**src/rtl/xgpon_sync_pkg.sv**
```systemverilog
// Shared types and default constants for the XG-PON downstream PSync frame synchroniser.
package xgpon_sync_pkg;

  localparam int unsigned FrameWordsDefault = 19440;
  localparam int unsigned SyncM1Default     = 2;
  localparam int unsigned SyncM2Default     = 3;

  localparam int unsigned WordCntW  = 15;
  localparam int unsigned MatchCntW = 8;
  localparam int unsigned LossCntW  = 16;

  typedef enum logic [1:0] {
    StHunt    = 2'd0,
    StPresync = 2'd1,
    StSync    = 2'd2
  } sync_state_e;

endpackage

```
**src/rtl/xgpon_frame_ctr.sv**
```systemverilog
// Valid-word counter for one downstream frame; flags the word at index 0 as the frame boundary.
module xgpon_frame_ctr
  import xgpon_sync_pkg::*;
#(
  parameter int unsigned FrameWords = FrameWordsDefault
) (
  input  logic clk_i,
  input  logic rst_i,
  input  logic valid_i,
  input  logic restart_i,
  output logic boundary_o
);

  localparam logic [WordCntW-1:0] LastIdx = WordCntW'(FrameWords - 1);

  logic [WordCntW-1:0] count_d, count_q;
  logic [WordCntW-1:0] base;

  // restart_i treats the current word as index 0, so the next valid word is index 1
  always_comb begin
    base    = restart_i ? '0 : count_q;
    count_d = count_q;
    if (valid_i) begin
      count_d = (base == LastIdx) ? '0 : base + WordCntW'(1);
    end
  end

  always_ff @(posedge clk_i or posedge rst_i) begin
    if (rst_i) begin
      count_q <= '0;
    end else begin
      count_q <= count_d;
    end
  end

  assign boundary_o = valid_i && (count_q == '0);

endmodule

```
**src/rtl/xgpon_sync_ctrl.sv**
```systemverilog
// XG-PON downstream PSync HUNT/PRESYNC/SYNC state machine with registered outputs.
// Define XGPON_SYNC_STATS_EN to add the saturating loss_count_out statistic.
module xgpon_sync_ctrl
  import xgpon_sync_pkg::*;
#(
  parameter int unsigned FRAME_WORDS = FrameWordsDefault,
  parameter int unsigned SYNC_M1     = SyncM1Default,
  parameter int unsigned SYNC_M2     = SyncM2Default
) (
  input  logic                clk_in,
  input  logic                reset_in,
  input  logic                word_valid_in,
  input  logic                psync_hit_in,
  input  logic [5:0]          offset_in,
  input  logic                resync_in,
  output logic                hunt_out,
  output logic [5:0]          align_offset_out,
  output logic                offset_load_out,
  output logic [1:0]          sync_state_out,
  output logic                in_sync_out,
  output logic                frame_start_out,
  output logic                lost_sync_out
`ifdef XGPON_SYNC_STATS_EN
  ,
  output logic [LossCntW-1:0] loss_count_out
`endif
);

  localparam logic [MatchCntW-1:0] M1 = MatchCntW'(SYNC_M1);
  localparam logic [MatchCntW-1:0] M2 = MatchCntW'(SYNC_M2);

  sync_state_e          state_d, state_q;
  logic [MatchCntW-1:0] match_d, match_q;
  logic [MatchCntW-1:0] miss_d, miss_q;
  logic [MatchCntW-1:0] match_inc, miss_inc;
  logic [5:0]           align_d, align_q;
  logic                 load_d, load_q;
  logic                 frame_start_d, frame_start_q;
  logic                 lost_d, lost_q;
  logic                 hunt_d, hunt_q;
  logic                 in_sync_d, in_sync_q;
  logic                 hit, locked_hit, boundary, restart;

  xgpon_frame_ctr #(
    .FrameWords (FRAME_WORDS)
  ) u_frame_ctr (
    .clk_i      (clk_in),
    .rst_i      (reset_in),
    .valid_i    (word_valid_in),
    .restart_i  (restart),
    .boundary_o (boundary)
  );

  assign hit        = word_valid_in & psync_hit_in;
  assign locked_hit = hit && (offset_in == align_q);
  assign match_inc  = match_q + MatchCntW'(1);
  assign miss_inc   = miss_q + MatchCntW'(1);

  // frame_start fires for every boundary that leaves the block in SYNC, including the
  // confirming boundary that enters SYNC
  always_comb begin
    state_d       = state_q;
    match_d       = match_q;
    miss_d        = miss_q;
    align_d       = align_q;
    load_d        = 1'b0;
    frame_start_d = 1'b0;
    lost_d        = 1'b0;
    restart       = 1'b0;

    if (resync_in) begin
      state_d = StHunt;
      match_d = '0;
      miss_d  = '0;
    end else begin
      unique case (state_q)
        StHunt: begin
          if (hit) begin
            align_d = offset_in;
            load_d  = 1'b1;
            restart = 1'b1;
            match_d = MatchCntW'(1);
            miss_d  = '0;
            if (M1 <= MatchCntW'(1)) begin
              state_d       = StSync;
              frame_start_d = 1'b1;
            end else begin
              state_d = StPresync;
            end
          end
        end
        StPresync: begin
          if (boundary) begin
            if (locked_hit) begin
              match_d = match_inc;
              if (match_inc >= M1) begin
                state_d       = StSync;
                miss_d        = '0;
                frame_start_d = 1'b1;
              end
            end else begin
              state_d = StHunt;
              match_d = '0;
            end
          end
        end
        StSync: begin
          if (boundary) begin
            if (locked_hit) begin
              miss_d        = '0;
              frame_start_d = 1'b1;
            end else if (miss_inc >= M2) begin
              state_d = StHunt;
              match_d = '0;
              miss_d  = '0;
              lost_d  = 1'b1;
            end else begin
              miss_d        = miss_inc;
              frame_start_d = 1'b1;
            end
          end
        end
        default: begin
          state_d = StHunt;
          match_d = '0;
          miss_d  = '0;
        end
      endcase
    end
  end

  assign hunt_d    = (state_d == StHunt);
  assign in_sync_d = (state_d == StSync);

  always_ff @(posedge clk_in or posedge reset_in) begin
    if (reset_in) begin
      state_q       <= StHunt;
      match_q       <= '0;
      miss_q        <= '0;
      align_q       <= '0;
      load_q        <= 1'b0;
      frame_start_q <= 1'b0;
      lost_q        <= 1'b0;
      hunt_q        <= 1'b1;
      in_sync_q     <= 1'b0;
    end else begin
      state_q       <= state_d;
      match_q       <= match_d;
      miss_q        <= miss_d;
      align_q       <= align_d;
      load_q        <= load_d;
      frame_start_q <= frame_start_d;
      lost_q        <= lost_d;
      hunt_q        <= hunt_d;
      in_sync_q     <= in_sync_d;
    end
  end

  assign hunt_out         = hunt_q;
  assign align_offset_out = align_q;
  assign offset_load_out  = load_q;
  assign sync_state_out   = state_q;
  assign in_sync_out      = in_sync_q;
  assign frame_start_out  = frame_start_q;
  assign lost_sync_out    = lost_q;

`ifdef XGPON_SYNC_STATS_EN
  logic [LossCntW-1:0] loss_d, loss_q;

  // Counts in step with the lost_sync pulse; saturates rather than wrapping
  always_comb begin
    loss_d = loss_q;
    if (lost_d && (loss_q != '1)) begin
      loss_d = loss_q + LossCntW'(1);
    end
  end

  always_ff @(posedge clk_in or posedge reset_in) begin
    if (reset_in) begin
      loss_q <= '0;
    end else begin
      loss_q <= loss_d;
    end
  end

  assign loss_count_out = loss_q;
`endif

endmodule
```
**config.mk**
```make
export PLATFORM = sky130hd
export DESIGN_NAME = xgpon_sync_ctrl
export DESIGN_NICKNAME = d
export VERILOG_FILES = /design/src/rtl/xgpon_sync_pkg.sv /design/src/rtl/xgpon_frame_ctr.sv /design/src/rtl/xgpon_sync_ctrl.sv
export SDC_FILE = /design/constraint.sdc
export NUM_CORES = 1
export LEC_CHECK = 0
export ABC_AREA = 1
export CAP_MARGIN = 25
export CORE_UTILIZATION = 40
export DETAILED_ROUTE_END_ITERATION = 16
export PLACE_DENSITY_LB_ADDON = 0.1
export SYNTH_ARGS = -nofsm -noshare
export SYNTH_HDL_FRONTEND = slang
export SYNTH_SLANG_ARGS = --single-unit
export TNS_END_PERCENT = 100
```
**constraint.sdc**
```tcl
create_clock -name clk_in -period 3.1 [get_ports clk_in]
set_input_delay 0.62 -clock clk_in [delete_from_list [all_inputs] [get_ports clk_in]]
set_output_delay 0.62 -clock clk_in [all_outputs]
set_load 0.01 [all_outputs]
```
==> reports/results.tsv, run 1 <==
stage	metric	value	unit
synth	top cell type by total area after synthesis	dfrtp_1	
route	DRC	0	
grt	total track usage	18.5	%
floorplanning	initial core utilization	42.4	%
place	placed wire-length estimate	4610	um
final_layout	layout cell share with drive strength beyond 1	12.1	%
setup_path	WP data required	3.33	ns
route	Antenna Nets Post-Route	0	
power	leakage power	0.00151	uW
clocking	clk buf depth	2	
setup_path	critical path type	in -> reg	
route	vias	2391	
timing	Final setup viols	0	
clocking	CTS clock-pin slew for the worst setup and hold paths	0.08	ns
floorplanning	row cnt	29	
place	Port Buffer Count	23	
power	switching power	485	uW
setup_path	CP endpoint	u_frame_ctr.count_q[6]$_DFFE_PP0P_	
final_layout	commonest non-fill, non-tap cell in the layout	nand2_1	
job	# Max-Cap Violations	0	
floorplanning	I/O Pins	24	
floorplanning	die area	0.00722	sq mm
synth	Post-synth EDFFs	0	
setup_path	CP Launch Type	input port	
timing	fin crit share	80.6	%
place	GPL Wtd Cong	0.920	
setup_path	crit-path max FO	9	
power	Int Power	1010	uW
min_path	HP Class	reg -> reg	
final_layout	most frequent cells in the layout	nand2_1 (88), inv_1 (53), nor2_1 (43), dfrtp_1 (43), nand3_1 (29)	
synth	top cells by area, synth	dfrtp_1 (39%), nand2_1 (12%), inv_1 (7.4%)	
final_layout	n_diodes	0	
synth	Yosys top cell area share	39.1	%
grt	number of global-route vias before repair	2390	
synth	ys flop type	dfrtp_1	
timing	Clock Skew	0.0138	ns
floorplanning	Die Ht	85.0	um
synth	cell area after synthesis	0.00276	sq mm
clocking	CTS Hold Buffers Added	0	
route	drt pass-1 iters	4	
setup_path	R2R depth	15	
timing	Hold Violations, Final	0	
route	WL final	6040	um
clocking	Inserted Clock Buffers	5	
route	Initial DRC Count	120	
setup_path	Critical R2R Launch	sync_state_out[0]$_DFF_PP0_	
timing	Rel. slew slack	71.1	%
synth	synthesis-stage register bit count	44	
clocking	Post-CTS Resized	0	
setup_path	FF-to-FF End	u_frame_ctr.count_q[6]$_DFFE_PP0P_	
setup_path	r2r setup slk	0.72	ns
run_status	status	finished, final reports clean	
floorplanning	Core Area	0.00649	sq mm
grt	initial antenna violation count	0	
timing	Slew @ Worst Pin	0.430	ns
synth	Mean Syn Cell Area	7.39	sq um
synth	Mapped Cells	373	
grt	first-pass GRT wire length	10800	um
final_layout	nets	424	
grt	GRT overflow	0	
synth	Async SR Flop Fraction	100	%
timing	max-slew violation count	0	
power	Clk pwr share	30.7	%
power	Power Density	466	mW/mm^2
setup_path	CP startpoint	resync_in	
setup_path	endpoint type of the worst setup path	flop	
route	post-DR wirelength/cell	12.5	um
timing	RSZ-0062 raised after global routing	false	
setup_path	CP arrival	2.73	ns
power	total power	1500	uW
clocking	CTS tree	done	
timing	setup TNS	0	ns
power	Logic pwr share	24.2	%
clocking	# Post-CTS Setup Buffers	0	
clocking	root buf cell	clkbuf_8	
grt	largest net degree at the start of global routing	25	
synth	Synthesis Warnings	0	
synth	Yosys cell types	35	
power	Peak VDD IR	253	uV
floorplanning	Die Span X	85.0	um
synth	register area share after synthesis	40.0	%
power	Reg power frac	45.1	%
route	vias per cell	4.96	
final_layout	Area Growth Syn to Fin	16.6	%
clocking	Num Clock Sinks	44	
synth	syn_nets	393	
clocking	H-Tree Depth	2	
timing	Highest Clock Rate	400	MHz
clocking	Worst-Skew Late Latency	0.31	ns
power	Switching Share	32.4	%
timing	fin crit period	2.50	ns
[worst max-delay path: stages]
cell and delay [ns]:
clkdlybuf4s50_1 0.51, nor2_2 0.29, nand2_4 0.13, nand2_2 0.11, inv_1 0.06, ha_1 0.20
nand4_1 0.15, inv_1 0.07, nand4_1 0.10, nand2_2 0.10, inv_2 0.17, o211ai_1 0.11
o21ai_1 0.09
[state kept, by name, summed over array words and instances (netlist names)]
name,cells
in_sync_out,1
frame_start_out,1
align_offset_out,6
hunt_out,1
sync_state_out,2
u_frame_ctr.count_q,15
miss_q,8
lost_sync_out,1
offset_load_out,1
match_q,8
[how the worst min path moves through the flow]
stage                                             start                             endpoint  slack [ns]  cells after the start
global placement    u_frame_ctr.count_q[11]$_DFFE_PP0P_  u_frame_ctr.count_q[11]$_DFFE_PP0P_        0.47                      2
finish              u_frame_ctr.count_q[11]$_DFFE_PP0P_  u_frame_ctr.count_q[11]$_DFFE_PP0P_        0.49                      2
CTS                 u_frame_ctr.count_q[11]$_DFFE_PP0P_  u_frame_ctr.count_q[11]$_DFFE_PP0P_        0.49                      2
detailed placement  u_frame_ctr.count_q[11]$_DFFE_PP0P_  u_frame_ctr.count_q[11]$_DFFE_PP0P_        0.47                      2
global route        u_frame_ctr.count_q[11]$_DFFE_PP0P_  u_frame_ctr.count_q[11]$_DFFE_PP0P_        0.54                      2
floorplan           u_frame_ctr.count_q[11]$_DFFE_PP0P_  u_frame_ctr.count_q[11]$_DFFE_PP0P_        0.45                      2
[metal layers]
metal | global-route usage (%) | part of all wire (%) | up-vias
met3 | 3.21 | 2.5 | 11
met1 | 23.9 | 47 | 1093
met2 | 30.9 | 49 | 34
met4 | 7.24 | 1.8 | 0
met5 | 0 | 0 | -
li1 | - | - | 1253
[power groups by stage]
stage               Clock, uW  Sequential, uW  Combinational (uW)
global route              496             684                 410
global placement            0             686                 362
floorplan                   0             685                 241
CTS                       479             675                 365
finish                    460             675                 361
detailed placement          0             685                 364
[cells in the mapped netlist, types with 2 or more instances]
library cell and count:
o31ai_1 5, nor4_1 2, nand2_1 88, o21bai_1 5, o21ai_2 3, ha_1 9, nand3b_1 2, nor3_1 4
dfrtp_1 43, clkbuf_1 2, nand2_2 7, inv_2 5, nand2_4 2, clkinv_2 2, inv_1 54, o21ai_0 22
a21oi_1 5, nand3_2 2, nor2_2 7, nand4_1 7, nand3_1 29, a21oi_4 2, o22ai_1 4, nor2_1 43
o21ai_1 4, xor2_1 6
[cell type report]
| type | count | area, sq um |
|---|---|---|
| Fill cell | 644 | 3280 |
| Multi-Input combinational cell | 263 | 1390 |
| Sequential cell | 44 | 1100 |
| Timing Repair Buffer | 28 | 268 |
| Inverter | 62 | 238 |
| Tap cell | 77 | 96.3 |
| Clock buffer | 5 | 68.8 |
| Clock inverter | 3 | 47.5 |
[metrics by stage]
stage / setup WS, ns / cells / cell area (sq um) / hold WS [ns] / util [%]
after CTS: 0.610 / 482 / 3210 / 0.493 / 49.5
after detailed placement: 0.297 / 474 / 3100 / 0.469 / 47.7
after floorplan: 0.764 / 373 / 2760 / 0.449 / -
final: 0.600 / 482 / 3210 / 0.492 / 49.5
after global routing: 0.439 / 482 / 3210 / 0.541 / 49.5
after global placement: 0.343 / 474 / 3100 / 0.466 / 47.7
[logic make-up after synthesis]
logic type,synth area share (%)
buffers and inverters,9.49
adders and majority gates,4.09
AOI/OAI and AO/OA,11.7
DFF,40.0
and+or+nand+nor,32.5
xor gates and xnor gates,2.23
Note: power is estimated with default switching activity, not from simulation.
==> run 2, diff against run 1 <==
- clock period: 3.1 -> 2.5 ns (I/O delays scaled with it)
==> run 2 against run 1 <==
Against the previous run:
- core utilization grew 1.0 points
- combinational power increased by 30%
- clock-buffer cell count is the same
- critical endpoint is now u_frame_ctr.count_q[7]$_DFFE_PP0P_
- highest routed layer unchanged
==> reports/results.tsv, run 2 (synthesized netlist as in run 1, its figures left out) <==
stage	metric	value	unit
run_status	status	finished, final reports clean	
clocking	root buf cell	clkbuf_8	
timing	Final setup viols	0	
timing	WHS	0.493	ns
route	post-DR wirelength/cell	12.7	um
grt	initial antenna violation count	0	
clocking	H-Tree Depth	2	
route	DRC	0	
final_layout	Largest regs	u_frame_ctr.count_q (15), match_q (8), miss_q (8)	
min_path	HP Class	reg -> reg	
clocking	Num Clock Sinks	44	
floorplanning	Core Area	0.00649	sq mm
grt	total track usage	18.7	%
route	Initial DRC Count	100	
timing	fin crit share	89.5	%
final_layout	Area Growth Syn to Fin	18.9	%
floorplanning	Die Span X	85.0	um
place	placed insts	484	
clocking	CTS tree	done	
final_layout	final std cells w/o fill	492	
power	Power Density	531	mW/mm^2
setup_path	CP arrival	2.48	ns
floorplanning	initial core utilization	42.4	%
timing	fin crit period	2.24	ns
floorplanning	I/O Pins	24	
grt	met1 usage	23.1	%
place	Port Buffer Count	23	
clocking	CTS clock-pin slew for the worst setup and hold paths	0.08	ns
place	Placement Setup Slack	-0.0191	ns
min_path	worst hold path cell count	2	
timing	Hold Violations, Final	0	
clocking	Inserted Clock Buffers	5	
grt	number of global-route vias before repair	2327	
clocking	CTS Hold Buffers Added	0	
timing	Slew @ Worst Pin	0.476	ns
setup_path	R2R depth	15	
final_layout	Reg with most FFs	u_frame_ctr.count_q	
setup_path	critical path type	reg -> reg	
min_path	min-delay src	u_frame_ctr.count_q[11]$_DFFE_PP0P_	
clocking	clk buf depth	2	
timing	Rel. slew slack	68.2	%
grt	met3 GRT Util	3.21	%
timing	max-slew violation count	0	
floorplanning	row cnt	29	
setup_path	CP startpoint	sync_state_out[1]$_DFF_PP0_	
job	# Max-Cap Violations	0	
route	drt pass-1 iters	5	
grt	gr busiest metal	met2	
power	Peak VDD IR	299	uV
place	placed wire-length estimate	4760	um
setup_path	crit-path max FO	9	
final_layout	number of flip-flops under the largest register name	15	
final_layout	fillers	644	
final_layout	commonest non-fill, non-tap cell in the layout	nand2_1	
timing	setup TNS	0	ns
route	vias per cell	4.97	
clocking	Worst-Skew Late Latency	0.30	ns
setup_path	Critical R2R Launch	sync_state_out[1]$_DFF_PP0_	
final_layout	most frequent cells in the layout	nand2_1 (88), inv_1 (53), nor2_1 (43), dfrtp_1 (43), nand3_1 (29)	
route	WL final	6240	um
timing	setup ws final	0.263	ns
final_layout	n_diodes	0	
setup_path	endpoint type of the worst setup path	flop	
route	vias	2444	
setup_path	WP data required	2.74	ns
final_layout	layout cell share with drive strength beyond 1	14.2	%
floorplanning	Die Ht	85.0	um
place	GPL Wtd Cong	0.885	
grt	GRT overflow	0	
grt	met2 usage	33.6	%
power	leakage power	0.00155	uW
final_layout	area of the multi-input gates	0.00140	sq mm
floorplanning	die area	0.00722	sq mm
final_layout	register area	0.00110	sq mm
grt	largest net degree at the start of global routing	25	
route	Antenna Nets Post-Route	0	
timing	Clock Skew	0.00735	ns
final_layout	Final Util	50.5	%
final_layout	nets	435	
setup_path	CP Launch Type	flop	
timing	Highest Clock Rate	447	MHz
grt	first-pass GRT wire length	10700	um
## run 2: power breakdown
group / total, uW / switching, uW / internal [uW]
Clock: 434 / 244 / 189
Combinational: 469 / 277 / 191
Sequential: 836 / 57.7 / 778
## run 2: timing repair
item,4_1_cts,5_1_grt
resized for setup,0,1
setup endpoints to repair,0,3
endpoints found under the hold margin,0,0
buffers inserted,0,1
## run 2: per-stage QoR
step           total power (uW)  instance area [sq um]
5_1_grt                    1860                   3280
3_3_place_gp               1310                   3180
2_1_floorplan              1150                   2760
4_1_cts                    1760                   3260
3_5_place_dp               1320                   3180
6_report                   1740                   3280
## run 2: path summary, 6_finish.rpt
| path | end | slack, ns |
|---|---|---|
| max | u_frame_ctr.count_q[7]$_DFFE_PP0P_ | 0.26 |
| min | u_frame_ctr.count_q[11]$_DFFE_PP0P_ | 0.49 |
| max reg2reg | u_frame_ctr.count_q[7]$_DFFE_PP0P_ | 0.26 |
| min reg2reg | u_frame_ctr.count_q[11]$_DFFE_PP0P_ | 0.49 |
| max in group asynchronous | u_frame_ctr.count_q[10]$_DFFE_PP0P_ | 1.47 |
| min in group asynchronous | miss_q[7]$_DFFE_PP0P_ | 0.53 |
## run 2: final cells by class
type | instances | area share [%]
Clock inverter | 2 | 0.382
Clock buffer | 5 | 2.10
Inverter | 62 | 7.25
Sequential cell | 44 | 33.6
Timing Repair Buffer | 39 | 11.1
Tap cell | 77 | 2.94
Multi-Input combinational cell | 263 | 42.6
## run 2: worst max-delay path: stages (launching register included)
cell,delay [ns]
dfrtp_1,0.41
inv_1,0.11
ha_1,0.19
inv_1,0.07
nor2_2,0.16
nand2_4,0.09
inv_2,0.06
nor2_1,0.04
ha_1,0.23
nand4_1,0.16
inv_1,0.08
nand4_1,0.11
nand2_2,0.08
inv_2,0.16
nand3_1,0.14
nand2_1,0.08
## run 2: per-layer routing
layer	up-vias	part of all wire (%)
met5	-	0
met4	0	1.4
met3	9	2.9
met2	34	49
met1	1130	46
li1	1271	-
==> run 3, diff against run 2 <==
- ABC_AREA: 1 -> not set
- PLACE_DENSITY: not set -> 0.64
- PLACE_DENSITY_LB_ADDON: 0.1 -> not set
==> run 3 against run 2 <==
Against the previous run:
- clock power rose by 35%
- sequential cell count unchanged
- core utilization up 2.7 points
- sequential power shrank 3.1%
- cell area up 5.3%
- register-to-register slack worse by 0.04 ns
- area after synthesis shrank 0.59%
- via count rose by 1.1%
- highest routed layer unchanged
- global-route usage rose by 0.98 points
- synthesized cell count fell by 17%
- maximum frequency down 7.2%
- worst setup slack got worse by 0.17 ns
==> reports/results.tsv, run 3 <==
stage	metric	value	unit
run_status	status	finished, final reports clean	
timing	setup TNS	0	ns
synth	Yosys top cell area share	39.3	%
route	drt pass-1 iters	6	
route	vias per cell	5.59	
final_layout	nets	384	
setup_path	critical path's largest stage delay	0.51	ns
power	Power Density	520	mW/mm^2
synth	Mapped Cells	310	
timing	WHS	0.534	ns
floorplanning	initial core utilization	42.2	%
timing	Slew @ Worst Pin	0.575	ns
place	Cell Area, Placed	0.00331	sq mm
setup_path	WP data required	2.71	ns
floorplanning	Core Area	0.00649	sq mm
job	# Max-Cap Violations	0	
min_path	worst hold path cell count	2	
clocking	CTS tree	done	
floorplanning	Die Span X	84.7	um
setup_path	Critical R2R Launch	sync_state_out[1]$_DFF_PP0_	
route	Antenna Nets Post-Route	0	
timing	Final setup viols	0	
power	leakage power	0.00149	uW
grt	largest net degree at the start of global routing	45	
clocking	Inserted Clock Buffers	5	
synth	Mean Syn Cell Area	8.84	sq um
power	Peak VDD IR	299	uV
grt	number of global-route vias before repair	2362	
synth	cell area after synthesis	0.00274	sq mm
floorplanning	Die Ht	84.7	um
setup_path	crit-path max FO	8	
synth	syn_nets	330	
timing	setup ws final	0.0893	ns
timing	Clock Skew	0.00375	ns
synth	most frequent cell after synthesis	nand2_1	
final_layout	Reg with most FFs	u_frame_ctr.count_q	
synth	Async SR Flop Fraction	100	%
timing	Rel. slew slack	60.7	%
synth	Yosys cell types	60	
setup_path	CP arrival	2.62	ns
synth	synth cell count leaders	nand2_1 (47), dfrtp_1 (43), o21ai_0 (29)	
setup_path	R2R depth	11	
route	Initial DRC Count	89	
min_path	min-delay src	align_offset_out[5]$_DFFE_PP0P_	
timing	max-slew violation count	0	
final_layout	area of the multi-input gates	0.00157	sq mm
final_layout	commonest non-fill, non-tap cell in the layout	nand2_1	
timing	Highest Clock Rate	415	MHz
floorplanning	die area	0.00718	sq mm
timing	fin crit period	2.41	ns
timing	RSZ-0062 raised after global routing	false	
grt	initial antenna violation count	0	
route	DRC	0	
route	vias	2470	
setup_path	r2r setup slk	0.22	ns
route	post-DR wirelength/cell	14.9	um
setup_path	endpoint type of the worst setup path	flop	
setup_path	CP Launch Type	input port	
route	WL final	6580	um
clocking	CTS Hold Buffers Added	0	
clocking	CTS clock-pin slew for the worst setup and hold paths	0.09	ns
final_layout	n_diodes	0	
place	GPL Wtd Cong	0.787	
synth	Synthesis Warnings	0	
final_layout	fillers	602	
place	Port Buffer Count	23	
floorplanning	row cnt	29	
final_layout	Largest regs	u_frame_ctr.count_q (15), match_q (8), miss_q (8)	
synth	ys flop type	dfrtp_1	
synth	synthesis-stage register bit count	44	
synth	top cells by area, synth	dfrtp_1 (39%), nand2_1 (6.4%), o21ai_0 (5.3%)	
final_layout	Area Growth Syn to Fin	26.0	%
final_layout	most frequent cells in the layout	nand2_1 (46), dfrtp_1 (42), buf_4 (35)	
clocking	clk buf depth	2	
grt	first-pass GRT wire length	11300	um
setup_path	critical path, cell by cell	clkdlybuf4s50_1 -> nand4b_1 -> and2_4 -> ha_4 -> and4_1 -> nand4_1 -> o211ai_1 -> buf_4 -> o21ai_0 -> a21o_1	
clocking	Worst-Skew Late Latency	0.31	ns
setup_path	FF-to-FF End	u_frame_ctr.count_q[3]$_DFFE_PP0P_	
clocking	root buf cell	clkbuf_8	
synth	Post-synth EDFFs	0	
place	Placement Setup Slack	-0.401	ns
timing	Hold Violations, Final	0	
timing	fin crit share	96.4	%
final_layout	number of flip-flops under the largest register name	15	
min_path	Hold Path End	align_offset_out[5]$_DFFE_PP0P_	
grt	total track usage	19.7	%
setup_path	critical path type	in -> reg	
clocking	Num Clock Sinks	44	
final_layout	Final Cell Area	0.00345	sq mm
final_layout	layout cell share with drive strength beyond 1	18.1	%
final_layout	register area	0.00110	sq mm
synth	register area share after synthesis	40.2	%
place	placed wire-length estimate	4710	um
floorplanning	I/O Pins	24	
setup_path	Critical Path Slowest Stage Cell	clkdlybuf4s50_1	
min_path	HP Class	reg -> reg	
grt	GRT overflow	0	
clocking	H-Tree Depth	2	
synth	top cell type by total area after synthesis	dfrtp_1	
## run 3: cell types whose count changed in the layout (fill, tap and decap cells not counted), moves of 5 or more
cell,before,now
a211o_1,0,5
buf_4,15,35
o21ai_0,22,27
nand2_1,88,46
and2_1,0,11
and3_1,0,5
nand2b_1,0,7
nor2_1,43,12
nor2_2,7,1
nand2_2,6,1
nand3_1,29,16
o21bai_1,5,0
inv_1,53,12
## run 3: cell families (layout without fill, tap and decap cells)
| kind of cell | after synthesis | after routing | share of synthesized area [%] |
|---|---|---|---|
| compound gates | 78 | 78 | 19.2 |
| mux | 1 | 1 | 0.365 |
| buf+inv | 27 | 82 | 4.11 |
| fa+ha+maj | 9 | 9 | 4.11 |
| xor+xnor | 7 | 7 | 2.24 |
| simple gates | 144 | 144 | 29.7 |
| flops | 44 | 44 | 40.2 |
## run 3: worst max path at each step
stage	from	to
after floorplan	sync_state_out[0]$_DFF_PP0_	u_frame_ctr.count_q[13]$_DFFE_PP0P_
after global placement	psync_hit_in	match_q[7]$_DFFE_PP0P_
after detailed placement	psync_hit_in	match_q[7]$_DFFE_PP0P_
after CTS	offset_in[1]	match_q[1]$_DFFE_PP0P_
after global routing	resync_in	u_frame_ctr.count_q[9]$_DFFE_PP0P_
final	resync_in	u_frame_ctr.count_q[3]$_DFFE_PP0P_
## run 3: layout make-up
| type | count | area share [%] |
|---|---|---|
| Clock buffer | 5 | 1.99 |
| Sequential cell | 44 | 32.0 |
| Inverter | 15 | 1.63 |
| Multi-Input combinational cell | 239 | 45.6 |
| Clock inverter | 3 | 1.34 |
| Tap cell | 77 | 2.79 |
| Timing Repair Buffer | 59 | 14.7 |
## run 3: routing by layer
metal,global-route usage [%],share of wire (%),vias to the layer above
li1,-,-,1240
met1,25.6,46,1182
met2,33.4,49,40
met3,3.64,3.4,8
met4,5.55,1.2,0
met5,0,0,-
## run 3: what timing repair did
| item | 4_1_cts | 5_1_grt |
|---|---|---|
| gates resized for setup | 4 | 7 |
| setup endpoints to repair | 9 | 14 |
| pin swaps | 1 | 2 |
| cloned | 0 | 0 |
| setup buffers | 1 | 0 |
## run 3: report_power, final
group | switching [uW] | internal (uW) | total [uW]
registers | 50.6 | 759 | 810
clock network | 285 | 302 | 587
logic | 196 | 203 | 399
## run 3: stage by stage
stage | instances | utilization, % | power (uW)
6_report | 442 | 53.1 | 1800
5_1_grt | 442 | 53.1 | 1890
4_1_cts | 442 | 52.9 | 1810
3_5_place_dp | 433 | 50.9 | 1220
3_3_place_gp | 433 | 50.9 | 1220
2_1_floorplan | 310 | - | 1050
## run 3: worst max-delay path, delay by kind of cell
family / cells / cell delay [ns]
adder cells (fa/ha/maj): 1 / 0.13
AO/OA/AOI/OAI: 3 / 0.57
AND/OR/NAND/NOR: 4 / 0.70
buffers and inverters: 2 / 0.72
